`config.mk`:
```
export PLATFORM = sky130hd
export DESIGN_NAME = hazard_forward_unit
export DESIGN_NICKNAME = d
export VERILOG_FILES = /design/src/rtl/hazard_forward_unit.sv
export SDC_FILE = /design/constraint.sdc
export NUM_CORES = 1
export LEC_CHECK = 0
export BUFFER_PORTS_ARGS = -buffer_cell sky130_fd_sc_hd__buf_2
export CAP_MARGIN = 0
export CORE_AREA = 4 4 51 86
export DETAILED_ROUTE_END_ITERATION = 12
export DIE_AREA = 0 0 55 90
export PLACE_DENSITY = 0.91
export RECOVER_POWER = 25
export SLEW_MARGIN = 20
export SYNTH_ARGS = -nofsm -noshare
export SYNTH_HDL_FRONTEND = slang
export SYNTH_SLANG_ARGS = --single-unit
export TNS_END_PERCENT = 20
```
`constraint.sdc`:
```
create_clock -name clk -period 5.22 [get_ports clk]
set_input_delay 0.261 -clock clk [delete_from_list [all_inputs] [get_ports clk]]
set_output_delay 0.261 -clock clk [all_outputs]
set_load 0.01 [all_outputs]
```
`src/rtl/hazard_forward_unit.sv`:
```
// Tracks in-flight register writes across FWD_DEPTH writeback stages and selects a forwarding source per read operand.
// Raises a load-use stall when the youngest producer is a load whose data is not yet available.
module hazard_forward_unit #(
    parameter int FWD_DEPTH          = 3,
    parameter int REG_COUNT          = 32,
    parameter int NUM_READ           = 2,
    parameter int ZERO_REG_HARDWIRED = 1,
    parameter int LOAD_READY_STAGE   = 1,
    localparam int AW = $clog2(REG_COUNT)
) (
    input  logic                          clk,
    input  logic                          rst,
    input  logic                          clk_en,
    input  logic                          flush,
    input  logic                          issue_valid,
    input  logic                          issue_wr_en,
    input  logic [AW-1:0]                 issue_wr_addr,
    input  logic                          issue_is_load,
    input  logic [NUM_READ-1:0]           rd_en,
    input  logic [NUM_READ*AW-1:0]        rd_addr,
    output logic [NUM_READ*FWD_DEPTH-1:0] fwd_onehot,
    output logic                          stall,
    output logic [FWD_DEPTH-1:0]          stage_valid,
    output logic [15:0]                   stall_cnt
);

    logic [FWD_DEPTH-1:0] valid_q;
    logic [FWD_DEPTH-1:0] load_q;
    logic [AW-1:0]        addr_q [FWD_DEPTH];
    logic [NUM_READ-1:0]  blocked;
    logic                 cand_valid;

    assign cand_valid  = issue_valid & issue_wr_en &
                         ~((ZERO_REG_HARDWIRED != 0) && (issue_wr_addr == '0));
    assign stage_valid = valid_q;
    assign stall       = issue_valid & (|blocked);

    // Youngest matching stage wins; if it is an unready load, nothing older may be used.
    always_comb begin
        logic          hit;
        logic [AW-1:0] ra;
        hit        = 1'b0;
        ra         = '0;
        fwd_onehot = '0;
        blocked    = '0;
        for (int j = 0; j < NUM_READ; j++) begin
            hit = 1'b0;
            ra  = rd_addr[j*AW +: AW];
            for (int i = 0; i < FWD_DEPTH; i++) begin
                if (!hit && valid_q[i] && rd_en[j] && (ra == addr_q[i]) &&
                    !((ZERO_REG_HARDWIRED != 0) && (ra == '0))) begin
                    hit = 1'b1;
                    if (load_q[i] && (i < LOAD_READY_STAGE))
                        blocked[j] = 1'b1;
                    else
                        fwd_onehot[j*FWD_DEPTH + i] = 1'b1;
                end
            end
        end
    end

    always_ff @(posedge clk or posedge rst) begin
        if (rst) begin
            valid_q <= '0;
            load_q  <= '0;
            for (int i = 0; i < FWD_DEPTH; i++)
                addr_q[i] <= '0;
        end else if (clk_en) begin
            if (flush) begin
                valid_q <= '0;
            end else begin
                valid_q[0] <= cand_valid & ~stall;
                addr_q[0]  <= issue_wr_addr;
                load_q[0]  <= issue_is_load;
                for (int i = 1; i < FWD_DEPTH; i++) begin
                    valid_q[i] <= valid_q[i-1];
                    addr_q[i]  <= addr_q[i-1];
                    load_q[i]  <= load_q[i-1];
                end
            end
        end
    end

    always_ff @(posedge clk or posedge rst) begin
        if (rst)
            stall_cnt <= '0;
        else if (clk_en && stall && (stall_cnt != 16'hFFFF))
            stall_cnt <= stall_cnt + 16'd1;
    end

endmodule

```
==> flow_metrics.env, run 1 <==
export IMPL_status="finished with violations"
export IMPL_violations="capacitance limit, slew limit"
export IMPL_grt_max_degree=36
export IMPL_syn_area_per_cell_um2=10.8
export IMPL_path_max_fanout=5
export IMPL_max_stage_delay_ns=0.52
export IMPL_nNetsFinal=261
export IMPL_dp_cells=275
export IMPL_critPathLaunchType="flop"
export IMPL_antenna_cells=0
export IMPL_die_area_mm2=0.00495
export IMPL_grt_use_total_pct=19.2
export IMPL_ff2ff_path_depth=6
export IMPL_area_growth_synth_to_final_pct=19.0
export IMPL_grt_pass1_wl_mm=7.05
export IMPL_yosys_area_share_simple_pct=19.2
export IMPL_drv_slew=36
export IMPL_layout_worst_path_cycle_share_pct=45.1
export IMPL_cp_data_required_time_ns=4.96
export IMPL_ios=50
export IMPL_final_cell_mix="buf_2, dfrtp_1, xor2_1"
export IMPL_final_hold_viol_count=0
export IMPL_drive_gt1_share_pct=35.9
export IMPL_setup_violations=0
export IMPL_rr_endpoint="stall_cnt[14]$_DFFE_PP0P_"
export IMPL_synth_top_family_by_area="simple AND/OR/NAND/NOR gates"
export IMPL_min_from="flush"
export IMPL_synth_xor_xnor_area_share_pct=19.2
export IMPL_crit_path_cell_trace="xnor2_1 > nand4_1 > or4_4 > and2_4 > nor2_1 > buf_2"
export IMPL_cp_slowest_cell="or4_4"
export IMPL_first_pass_iters=4
export IMPL_globalplace_congestion=0.800
export IMPL_finalCriticalPeriod_ns=2.35
export IMPL_drtIter0Drc=16
export IMPL_drt_wl_total_mm=4.34
export IMPL_syn_area_mm2=0.00196
export IMPL_clockBufferDepth=2
export IMPL_worstPathArrival_ns=2.09
export IMPL_slew_limit_headroom_pct=-22.1
export IMPL_overflow=0
export IMPL_ys_ff_latch=35
export IMPL_rsz0062_at_grt="no"
export IMPL_final_util_pct=63.6
export IMPL_synth_adder_area_share_pct=0.639
export IMPL_layout_cells_non_filler=283
export IMPL_first_global_vias=1568
export IMPL_p_leak_nw=1.12
export IMPL_antenna_found_initial=0
export IMPL_vias=1540
export IMPL_cts_resized=0
export IMPL_die_w_um=55
export IMPL_drc_errors=0
export IMPL_cts_hold_buffers=0
export IMPL_timing_fmax_mhz=425
export IMPL_post_cts_setup_buffer_count=0
export IMPL_r2r_start="addr_q[14]$_DFFE_PP0P_"
export IMPL_post_drt_wl_per_cell_um=15.3
export IMPL_cts_buffers_inserted=5
export IMPL_syn_inst=182
export IMPL_drv_cap=1
export IMPL_clock_sinks=35
export IMPL_layout_commonest_cell="buf_2"
export IMPL_finClkSkew_ns=0.00436
export IMPL_rows=29
export IMPL_hpwl_mm=3.43
export IMPL_hp_class="in2reg"
export IMPL_tns_ns=0
export IMPL_die_y_um=90
export IMPL_power_density_mw_per_mm2=276
export IMPL_cp_end_kind="output port"
export IMPL_viasPerCell=5.44
export IMPL_numPortBuffers=49
export IMPL_clockRootBuffer="clkbuf_8"
export IMPL_ys_warn_count=0
export IMPL_initial_core_util_pct=53.4
export IMPL_drtAntennaViolNets=0
export IMPL_ys_seq_area_share_pct=44.7
export IMPL_cts_tree="yes"
export IMPL_synth_compound_area_share_pct=2.94
export IMPL_holdPathEnd="stage_valid[1]$_DFFE_PP0P_"
export IMPL_synth_mux_area_share_pct=10.9
export IMPL_max_slew_worst_pin_slew_ns=1.83
export IMPL_crit_type="reg2out"
export IMPL_min_delay_path_depth=2
export IMPL_core_mm2=0.00366
export IMPL_clk_pin_slew_worst_paths_ns=0.07
export IMPL_synth_net_count=207
export IMPL_reg2reg_slack_ns=2.99
export IMPL_htreeDepth=2
export IMPL_ys_types=32
export IMPL_peakVddDrop_mv=0.231
export IMPL_insertion_delay_ns=0.28
## registers in the layout, indices dropped and copies added, names as in the netlist
name         cells
addr_q          15
stall_cnt       16
load_q           1
stage_valid      3
## logic make-up after synthesis
kind of cell | count (synthesis)
and+or+nand+nor | 65
xor gates and xnor gates | 43
DFF | 35
muxes | 19
buffers and inverters | 10
AOI/OAI and AO/OA | 9
adders and majority gates | 1
## power breakdown
group / switching [W] / internal, W / total [W]
combinational: 0.0000518 / 0.0000681 / 0.000120
sequential: 0.0000387 / 0.000302 / 0.000341
clock: 0.0000889 / 0.0000934 / 0.000182
## stage by stage
step                hold WS, ns  total power, W  worst slack (ns)  instance area (um2)
global placement          0.376        0.000463              3.11                 2250
finish                    0.170        0.000643              2.87                 2330
floorplan                 0.350        0.000426              3.12                 1960
global route              0.173        0.000678              2.70                 2330
detailed placement        0.380        0.000469              2.99                 2250
CTS                      0.0748        0.000651              2.86                 2330
## synth_stat cells (all sizes together)
master	count	area (um2)
dfrtp	35	876
xor2	30	263
nor3	3	25.0
a21o	1	8.76
o2111ai	1	8.76
buf	1	11.3
clkbuf	3	11.3
nor4b	1	15.0
or4	5	45.0
nand2	10	37.5
or2	1	6.26
nand4	6	37.5
xnor2	13	114
or2b	1	8.76
o21ai	4	20.0
and3	1	6.26
mux2	19	214
inv	6	22.5
nand2b	2	12.5
and4	1	8.76
nor2b	1	6.26
and2	1	8.76
o22ai	2	12.5
ha	1	12.5
nand3	10	50.1
nor4	8	56.3
o31ai	1	7.51
nor2	14	52.6
## per-layer routing
| layer | global-route usage [%] | vias to the layer above | share of wire, % |
|---|---|---|---|
| li1 | - | 739 | - |
| met3 | 5.30 | 14 | 6.4 |
| met1 | 20.2 | 735 | 36 |
| met4 | 9.53 | 0 | 3.2 |
| met5 | 0 | - | 0 |
| met2 | 32.8 | 52 | 55 |
## critical path, delay by kind of cell, from the launching register on
family / cells / cell delay (ns)
simple gates: 4 / 1.01
flops: 1 / 0.43
buf+inv: 1 / 0.16
xor+xnor: 1 / 0.21
## area by class of cell
| cell class | instances | area [um2] |
|---|---|---|
| well taps | 46 | 57.6 |
| inverters | 6 | 22.5 |
| repair buffers | 51 | 256 |
| flip-flops and latches | 35 | 876 |
| clock buffers | 7 | 76.3 |
| fillers | 325 | 1330 |
| multi-input cells | 137 | 1040 |
| clock inverters | 1 | 5.00 |
## worst max-delay path by stage
stage / end / start / slack [ns]
6_report: stall / addr_q[14]$_DFFE_PP0P_ / 2.87
2_1_floorplan: stall_cnt[1]$_DFFE_PP0P_ / stall_cnt[0]$_DFFE_PP0P_ / 3.12
5_1_grt: stall / addr_q[14]$_DFFE_PP0P_ / 2.70
4_1_cts: stall / addr_q[14]$_DFFE_PP0P_ / 2.86
3_3_place_gp: stall_cnt[12]$_DFFE_PP0P_ / addr_q[13]$_DFFE_PP0P_ / 3.11
3_5_place_dp: stall_cnt[14]$_DFFE_PP0P_ / addr_q[14]$_DFFE_PP0P_ / 2.99
Power figures use the tool's default switching activity.
==> run 2, diff against run 1 <==
--- a/config.mk
+++ b/config.mk
@@ -5,12 +5,13 @@
 export SDC_FILE = /design/constraint.sdc
 export NUM_CORES = 1
 export LEC_CHECK = 0
+export ABC_AREA = 1
 export BUFFER_PORTS_ARGS = -buffer_cell sky130_fd_sc_hd__buf_2
 export CAP_MARGIN = 0
-export CORE_AREA = 4 4 51 86
+export CORE_AREA = 4 4 57 97
 export DETAILED_ROUTE_END_ITERATION = 12
-export DIE_AREA = 0 0 55 90
-export PLACE_DENSITY = 0.91
+export DIE_AREA = 0 0 61 101
+export PLACE_DENSITY = 0.86
 export RECOVER_POWER = 25
 export SLEW_MARGIN = 20
 export SYNTH_ARGS = -nofsm -noshare
==> constraint.sdc (replaced) <==
create_clock -name clk -period 2.1 [get_ports clk]
set_input_delay 0.105 -clock clk [delete_from_list [all_inputs] [get_ports clk]]
set_output_delay 0.105 -clock clk [all_outputs]
set_load 0.01 [all_outputs]
==> run 2 against run 1 <==
The run now ends clean; clock-buffer cell count down 1; synthesized cell count up 82%; design area up 13%; clock skew up 0.0043 ns; non-clock buffer count up 1; largest power group unchanged; sequential power up 130%; critical endpoint is now stall_cnt[6]$_DFFE_PP0P_; sequential cell count unchanged; power up 140%; cell count up 54%; register-to-register slack worse by 2.7 ns.
==> flow_metrics.env, run 2 <==
export IMPL_timing_fmax_mhz=554
export IMPL_clock_sinks=35
export IMPL_ys_types=27
export IMPL_clockBufferDepth=2
export IMPL_worst_slack_ns=0.295
export IMPL_final_cell_mix="nand2_1, buf_2, inv_1"
export IMPL_vias=2276
export IMPL_globalplace_congestion=1.03
export IMPL_layout_worst_path_cycle_share_pct=86.0
export IMPL_min_from="issue_is_load"
export IMPL_core_mm2=0.00471
export IMPL_finalCriticalPeriod_ns=1.81
export IMPL_post_drt_wl_per_cell_um=13.9
export IMPL_antenna_found_initial=0
export IMPL_holdWs_ns=0.0667
export IMPL_cp_slowest_cell="dfrtp_1"
export IMPL_ios=50
export IMPL_crit_top_cell="nand2_1"
export IMPL_ff2ff_path_depth=9
export IMPL_first_global_vias=2292
export IMPL_finClkSkew_ns=0.00869
export IMPL_crit_path_cell_trace="ha_1 > nand2_1 > nor2_2 > nand2_1 > nor3_1 > nand2_1 > nand4_2 > nand2_1 > nand2_1"
export IMPL_final_util_pct=56.0
export IMPL_min_delay_path_depth=2
export IMPL_initial_core_util_pct=47.8
export IMPL_max_slew_worst_pin_slew_ns=0.858
export IMPL_ys_warn_count=0
export IMPL_drtIter0Drc=124
export IMPL_max_stage_delay_ns=0.42
export IMPL_setup_violations=0
export IMPL_cts_resized=0
export IMPL_synth_area_leaders="dfrtp_1, nand2_1, inv_1, xor2_1, nor2_1"
export IMPL_path_max_fanout=16
export IMPL_die_y_um=101
export IMPL_r2r_start="stall_cnt[0]$_DFFE_PP0P_"
export IMPL_area_growth_synth_to_final_pct=17.3
export IMPL_synth_top_flop_cell="dfrtp_1"
export IMPL_synth_adder_area_share_pct=0.556
export IMPL_htreeDepth=2
export IMPL_synth_compound_area_share_pct=9.07
export IMPL_cts_tree="yes"
export IMPL_gr_max_usage_layer="met2"
export IMPL_rows=33
export IMPL_pre_cts_slack_ns=0.297
export IMPL_synth_top_family_by_area="simple AND/OR/NAND/NOR gates"
export IMPL_layout_commonest_cell="nand2_1"
export IMPL_cts_buffers_inserted=5
export IMPL_dpl_cell_area_mm2=0.00254
export IMPL_final_hold_viol_count=0
export IMPL_ys_seq_area_share_pct=39.0
export IMPL_synth_edf_count=0
export IMPL_drv_slew=0
export IMPL_hpwl_mm=4.84
export IMPL_synth_net_count=356
export IMPL_synth_top_area_cell="dfrtp_1"
export IMPL_stdcell_area_mm2=0.00264
export IMPL_viasPerCell=5.21
export IMPL_yosysTopAreaCellShare_pct=39.0
export IMPL_critPathLaunchType="flop"
export IMPL_p_leak_nw=1.44
export IMPL_slew_limit_headroom_pct=42.8
export IMPL_status="finished clean"
export IMPL_synth_most_common_cell="nand2_1"
export IMPL_die_w_um=61
export IMPL_synth_xor_xnor_area_share_pct=7.40
export IMPL_overflow=0
export IMPL_fillCellCount=467
export IMPL_synth_mux_area_share_pct=0.501
export IMPL_numPortBuffers=49
export IMPL_grt_pass1_wl_mm=10.2
export IMPL_clk_pin_slew_worst_paths_ns=0.07
export IMPL_antenna_cells=0
export IMPL_drive_gt1_share_pct=18.4
export IMPL_rr_endpoint="stall_cnt[6]$_DFFE_PP0P_"
export IMPL_syn_area_per_cell_um2=6.79
export IMPL_largest_register="stall_cnt"
export IMPL_worstPathArrival_ns=1.97
export IMPL_crit_type="reg2reg"
export IMPL_insertion_delay_ns=0.28
export IMPL_cp_data_required_time_ns=2.27
export IMPL_cp_end_kind="flop"
export IMPL_holdPathEnd="load_q[0]$_DFFE_PP0P_"
export IMPL_drtAntennaViolNets=0
export IMPL_clockRootBuffer="clkbuf_8"
export IMPL_hp_class="in2reg"
export IMPL_first_pass_iters=4
export IMPL_grt_use_total_pct=21.9
export IMPL_ys_ff_latch=35
export IMPL_grt_max_degree=36
export IMPL_syn_area_mm2=0.00225
export IMPL_drv_cap=0
export IMPL_peakVddDrop_mv=0.479
export IMPL_power_density_mw_per_mm2=582
export IMPL_tns_ns=0
export IMPL_drc_errors=0
export IMPL_met3_usage_pct=3.97
export IMPL_synth_commonest_cells="nand2_1, inv_1, dfrtp_1, nor2_1, nand3_1"
export IMPL_nNetsFinal=410
export IMPL_syn_inst=331
export IMPL_yosys_area_share_simple_pct=34.2
export IMPL_drt_wl_total_mm=6.10
export IMPL_use_met2_pct=38.0
export IMPL_rsz0062_at_grt="no"
export IMPL_met1_usage_pct=23.3
export IMPL_reg2reg_slack_ns=0.29
export IMPL_async_reset_ff_share_pct=100
export IMPL_die_area_mm2=0.00616
export IMPL_largest_reg_flops=16
-- run 2: cells by family after synthesis --
group                      count (synthesis)
and+or+nand+nor                          186
AOI/OAI and AO/OA                         36
DFF                                       35
xor gates and xnor gates                  19
adders and majority gates                  1
buffers and inverters                     53
muxes                                      1
-- run 2: layout make-up --
| class | count | area (um2) | area share, % |
|---|---|---|---|
| Clock buffer | 6 | 82.6 | 3.13 |
| Clock inverter | 1 | 5.00 | 0.190 |
| Inverter | 48 | 180 | 6.83 |
| Multi-Input combinational cell | 243 | 1160 | 44.1 |
| Sequential cell | 35 | 876 | 33.2 |
| Tap cell | 52 | 65.1 | 2.47 |
| Timing Repair Buffer | 52 | 267 | 10.1 |
-- run 2: worst max-delay path by stage --
| stage | startpoint | end | slack [ns] | cells after the start |
|---|---|---|---|---|
| floorplan | stall_cnt[0]$_DFFE_PP0P_ | stall_cnt[2]$_DFFE_PP0P_ | 0.46 | 11 |
| finish | stall_cnt[0]$_DFFE_PP0P_ | stall_cnt[6]$_DFFE_PP0P_ | 0.29 | 9 |
| detailed placement | stall_cnt[0]$_DFFE_PP0P_ | stall_cnt[2]$_DFFE_PP0P_ | 0.30 | 9 |
| CTS | stall_cnt[0]$_DFFE_PP0P_ | stall_cnt[7]$_DFFE_PP0P_ | 0.29 | 9 |
| global route | stall_cnt[0]$_DFFE_PP0P_ | stall_cnt[10]$_DFFE_PP0P_ | 0.1 | 9 |
| global placement | stall_cnt[0]$_DFFE_PP0P_ | stall_cnt[5]$_DFFE_PP0P_ | 0.35 | 9 |
-- run 2: what timing repair did --
action	CTS	global route
endpoints found under the hold margin	35	0
hold buffers	1	0
setup buffers	0	0
-- run 2: per-stage QoR --
| stage | cells | power (W) |
|---|---|---|
| 5_1_grt | 437 | 0.00163 |
| 2_1_floorplan | 331 | 0.000954 |
| 3_5_place_dp | 429 | 0.00106 |
| 3_3_place_gp | 429 | 0.00105 |
| 4_1_cts | 437 | 0.00156 |
| 6_report | 437 | 0.00154 |
-- run 2: routing by layer --
metal  routed length (um)  part of all wire (%)
met2                 3240                    53
met4                  255                   4.2
met1                 2350                    38
met5                    0                     0
met3                  258                   4.2
-- run 2: report_power, final --
part / total [W] / leakage, nW / switching, W / internal [W]
clock network: 0.000486 / 0.0470 / 0.000229 / 0.000257
logic: 0.000264 / 0.935 / 0.000167 / 0.0000973
registers: 0.000785 / 0.457 / 0.0000597 / 0.000726
total: 0.00154 / 1.44 / 0.000456 / 0.00108
-- run 2: critical path, delay by kind of cell, from the launching register on --
| family | cells | cell delay [ns] |
|---|---|---|
| AND/OR/NAND/NOR | 8 | 1.02 |
| flip-flops | 1 | 0.42 |
| adder cells (fa/ha/maj) | 1 | 0.25 |
==> run 3, diff against run 2 <==
--- a/config.mk
+++ b/config.mk
@@ -8,10 +8,10 @@
 export ABC_AREA = 1
 export BUFFER_PORTS_ARGS = -buffer_cell sky130_fd_sc_hd__buf_2
 export CAP_MARGIN = 0
-export CORE_AREA = 4 4 57 97
+export CORE_AREA = 4 4 54 93
 export DETAILED_ROUTE_END_ITERATION = 12
-export DIE_AREA = 0 0 61 101
-export PLACE_DENSITY = 0.86
+export DIE_AREA = 0 0 58 97
+export PLACE_DENSITY = 0.89
 export RECOVER_POWER = 25
 export SLEW_MARGIN = 20
 export SYNTH_ARGS = -nofsm -noshare
==> constraint.sdc (replaced) <==
create_clock -name clk -period 1.85 [get_ports clk]
set_input_delay 0.0925 -clock clk [delete_from_list [all_inputs] [get_ports clk]]
set_output_delay 0.0925 -clock clk [all_outputs]
set_load 0.01 [all_outputs]
==> run 3 against run 2 <==
Design area up 2.1%; register-to-register slack worse by 0.11 ns; hold slack worse by 0.021 ns; clock skew down 0.0045 ns; core utilization is 6.3 points higher; cell count up 0.92%; critical path depth increased by 2; combinational power up 16%; routed wire length is 3.6% higher; sequential power grew 14%; sequential cell count is the same; critical path type is now reg2out; critical endpoint is now stall; largest power group unchanged.
==> flow_metrics.env, run 3 (synthesis results as in run 2) <==
export IMPL_crit_type="reg2out"
export IMPL_vias=2358
export IMPL_drive_gt1_share_pct=20.5
export IMPL_netSwitchingFraction_pct=29.8
export IMPL_first_pass_iters=5
export IMPL_rows=32
export IMPL_seq_area_um2=876
export IMPL_drv_cap=0
export IMPL_clockRootBuffer="clkbuf_8"
export IMPL_crit_top_cell="nand2_1"
export IMPL_fin_total_pwr_w=0.00175
export IMPL_path_max_fanout=4
export IMPL_drt_wl_total_mm=6.32
export IMPL_area_growth_synth_to_final_pct=19.8
export IMPL_worstPathArrival_ns=1.62
export IMPL_largest_register="stall_cnt"
export IMPL_layout_commonest_cell="nand2_1"
export IMPL_crit_path_cell_trace="inv_2 > nand2_1 > nand2_1 > clkinv_1 > nand2_1 > nor2_2 > nand2_1 > nand2_2 > nand2_1 > inv_1 > buf_2"
export IMPL_clock_sinks=35
export IMPL_met1Wirelength_mm=2.21
export IMPL_wl_met2_mm=3.38
export IMPL_multiInputGateArea_mm2=0.00116
export IMPL_hp_class="in2reg"
export IMPL_viasPerCell=5.35
export IMPL_nNetsFinal=415
export IMPL_power_density_mw_per_mm2=650
export IMPL_layout_cells_non_filler=441
export IMPL_finalCriticalPeriod_ns=1.71
export IMPL_core_mm2=0.00432
export IMPL_drtAntennaViolNets=0
export IMPL_grt_pass1_wl_mm=10.2
export IMPL_cts_tree="yes"
export IMPL_drtIter0Drc=109
export IMPL_clk_pin_slew_worst_paths_ns=0.07
export IMPL_numPortBuffers=49
export IMPL_rsz0062_at_grt="yes"
export IMPL_cts_buffers_inserted=5
export IMPL_overflow=0
export IMPL_die_y_um=97
export IMPL_p_leak_nw=1.46
export IMPL_clockBufferDepth=2
export IMPL_finClkSkew_ns=0.00415
export IMPL_first_global_vias=2278
export IMPL_antenna_found_initial=0
export IMPL_peakVddDrop_mv=0.650
export IMPL_slew_limit_headroom_pct=43.6
export IMPL_grt_max_degree=36
export IMPL_status="finished clean"
export IMPL_layout_worst_path_cycle_share_pct=92.7
export IMPL_post_drt_wl_per_cell_um=14.3
export IMPL_htreeDepth=2
export IMPL_topRoutingLayerUsed="met4"
export IMPL_initial_core_util_pct=52.0
export IMPL_final_cell_mix="nand2_1, buf_2, inv_1"
export IMPL_hpwl_mm=5.01
export IMPL_drc_errors=0
export IMPL_die_w_um=58
export IMPL_share_seq_of_total_power_pct=50.9
export IMPL_critPathLaunchType="flop"
export IMPL_die_area_mm2=0.00563
export IMPL_setup_violations=0
export IMPL_pwr_share_clk_pct=31.6
export IMPL_p_sw_w=0.000522
export IMPL_grt_use_total_pct=23.5
export IMPL_final_hold_viol_count=0
export IMPL_insertion_delay_ns=0.29
export IMPL_antenna_cells=0
export IMPL_cp_end_kind="output port"
export IMPL_globalplace_congestion=1.06
export IMPL_ios=50
export IMPL_fillCellCount=411
export IMPL_largest_reg_flops=16
export IMPL_cp_data_required_time_ns=1.76
export IMPL_dp_cells=430
export IMPL_wl_met3_um=324
export IMPL_max_stage_delay_ns=0.42
export IMPL_max_slew_worst_pin_slew_ns=0.846
export IMPL_combPwrFrac_pct=17.5
export IMPL_drv_slew=0
export IMPL_timing_fmax_mhz=583
export IMPL_cp_slowest_cell="dfrtp_1"
export IMPL_p_int_w=0.00123
==> run 3: changes by cell type in the layout (fill, tap and decap cells not counted) <==
cell,delta
ha_2,+1
buf_2,+1
buf_12,+1
ha_1,-1
buf_6,+1
inv_1,-2
inv_2,+2
buf_4,+3
clkbuf_1,-1
==> run 3: timing repair <==
| action | in CTS | in global routing |
|---|---|---|
| hold buffers | 1 | 0 |
| endpoints found under the setup margin | 0 | 17 |
| hold endpoints to repair | 35 | 0 |
| gates resized for setup | 0 | 4 |
| setup buffers | 0 | 3 |
==> run 3: stage by stage <==
stage	hold WS [ns]	setup slack, ns	util, %	area, um2	TNS, ns
after floorplan	0.200	0.211	-	2250	0
after global placement	0.204	0.202	59.1	2560	0
after detailed placement	0.210	0.119	59.1	2560	0
after CTS	0.0413	0.112	61.4	2660	0
after global routing	0.0382	-0.0117	62.3	2690	-0.0117
final	0.0454	0.136	62.3	2690	0
==> run 3: power by group through the flow <==
| stage | Sequential, W | Clock, W | Combinational [W] |
|---|---|---|---|
| floorplan | 0.000886 | 0 | 0.000197 |
| global placement | 0.000900 | 0 | 0.000295 |
| detailed placement | 0.000903 | 0 | 0.000299 |
| CTS | 0.000889 | 0.000566 | 0.000303 |
| global route | 0.000900 | 0.000602 | 0.000349 |
| finish | 0.000892 | 0.000554 | 0.000306 |
==> run 3: layout make-up <==
type                       count  area share, %
inverter                      48           6.69
timing repair buffer          57           11.9
clock inverter                 1          0.186
multi-input combinational    243           43.2
clock buffer                   6           3.07
tap                           51           2.37
sequential                    35           32.5
==> run 3: routing by layer <==
metal,vias up,global-route usage [%]
met5,-,0
met4,0,16.1
met3,31,2.80
met2,98,41.9
met1,1081,24.3
li1,1148,-
==> run 3: worst max-delay path, delay by kind of cell (launching register included) <==
family / cells / cell delay (ns)
buffers and inverters: 4 / 0.30
DFF: 1 / 0.42
and+or+nand+nor: 7 / 0.60
==> run 3: final timing paths <==
kind | startpoint | end | slack (ns) | cells after the start
max in group asynchronous | rst | stall_cnt[0]$_DFFE_PP0P_ | 0.73 | 4
setup / recovery | addr_q[13]$_DFFE_PP0P_ | stall | 0.14 | 11
min in group asynchronous | rst | stage_valid[2]$_DFFE_PP0P_ | 0.59 | 4
setup reg to reg | stall_cnt[0]$_DFFE_PP0P_ | stall_cnt[13]$_DFFE_PP0P_ | 0.18 | 11
hold reg to reg | addr_q[4]$_DFFE_PP0P_ | addr_q[4]$_DFFE_PP0P_ | 0.52 | 2
hold / removal | issue_is_load | load_q[0]$_DFFE_PP0P_ | 0.05 | 2
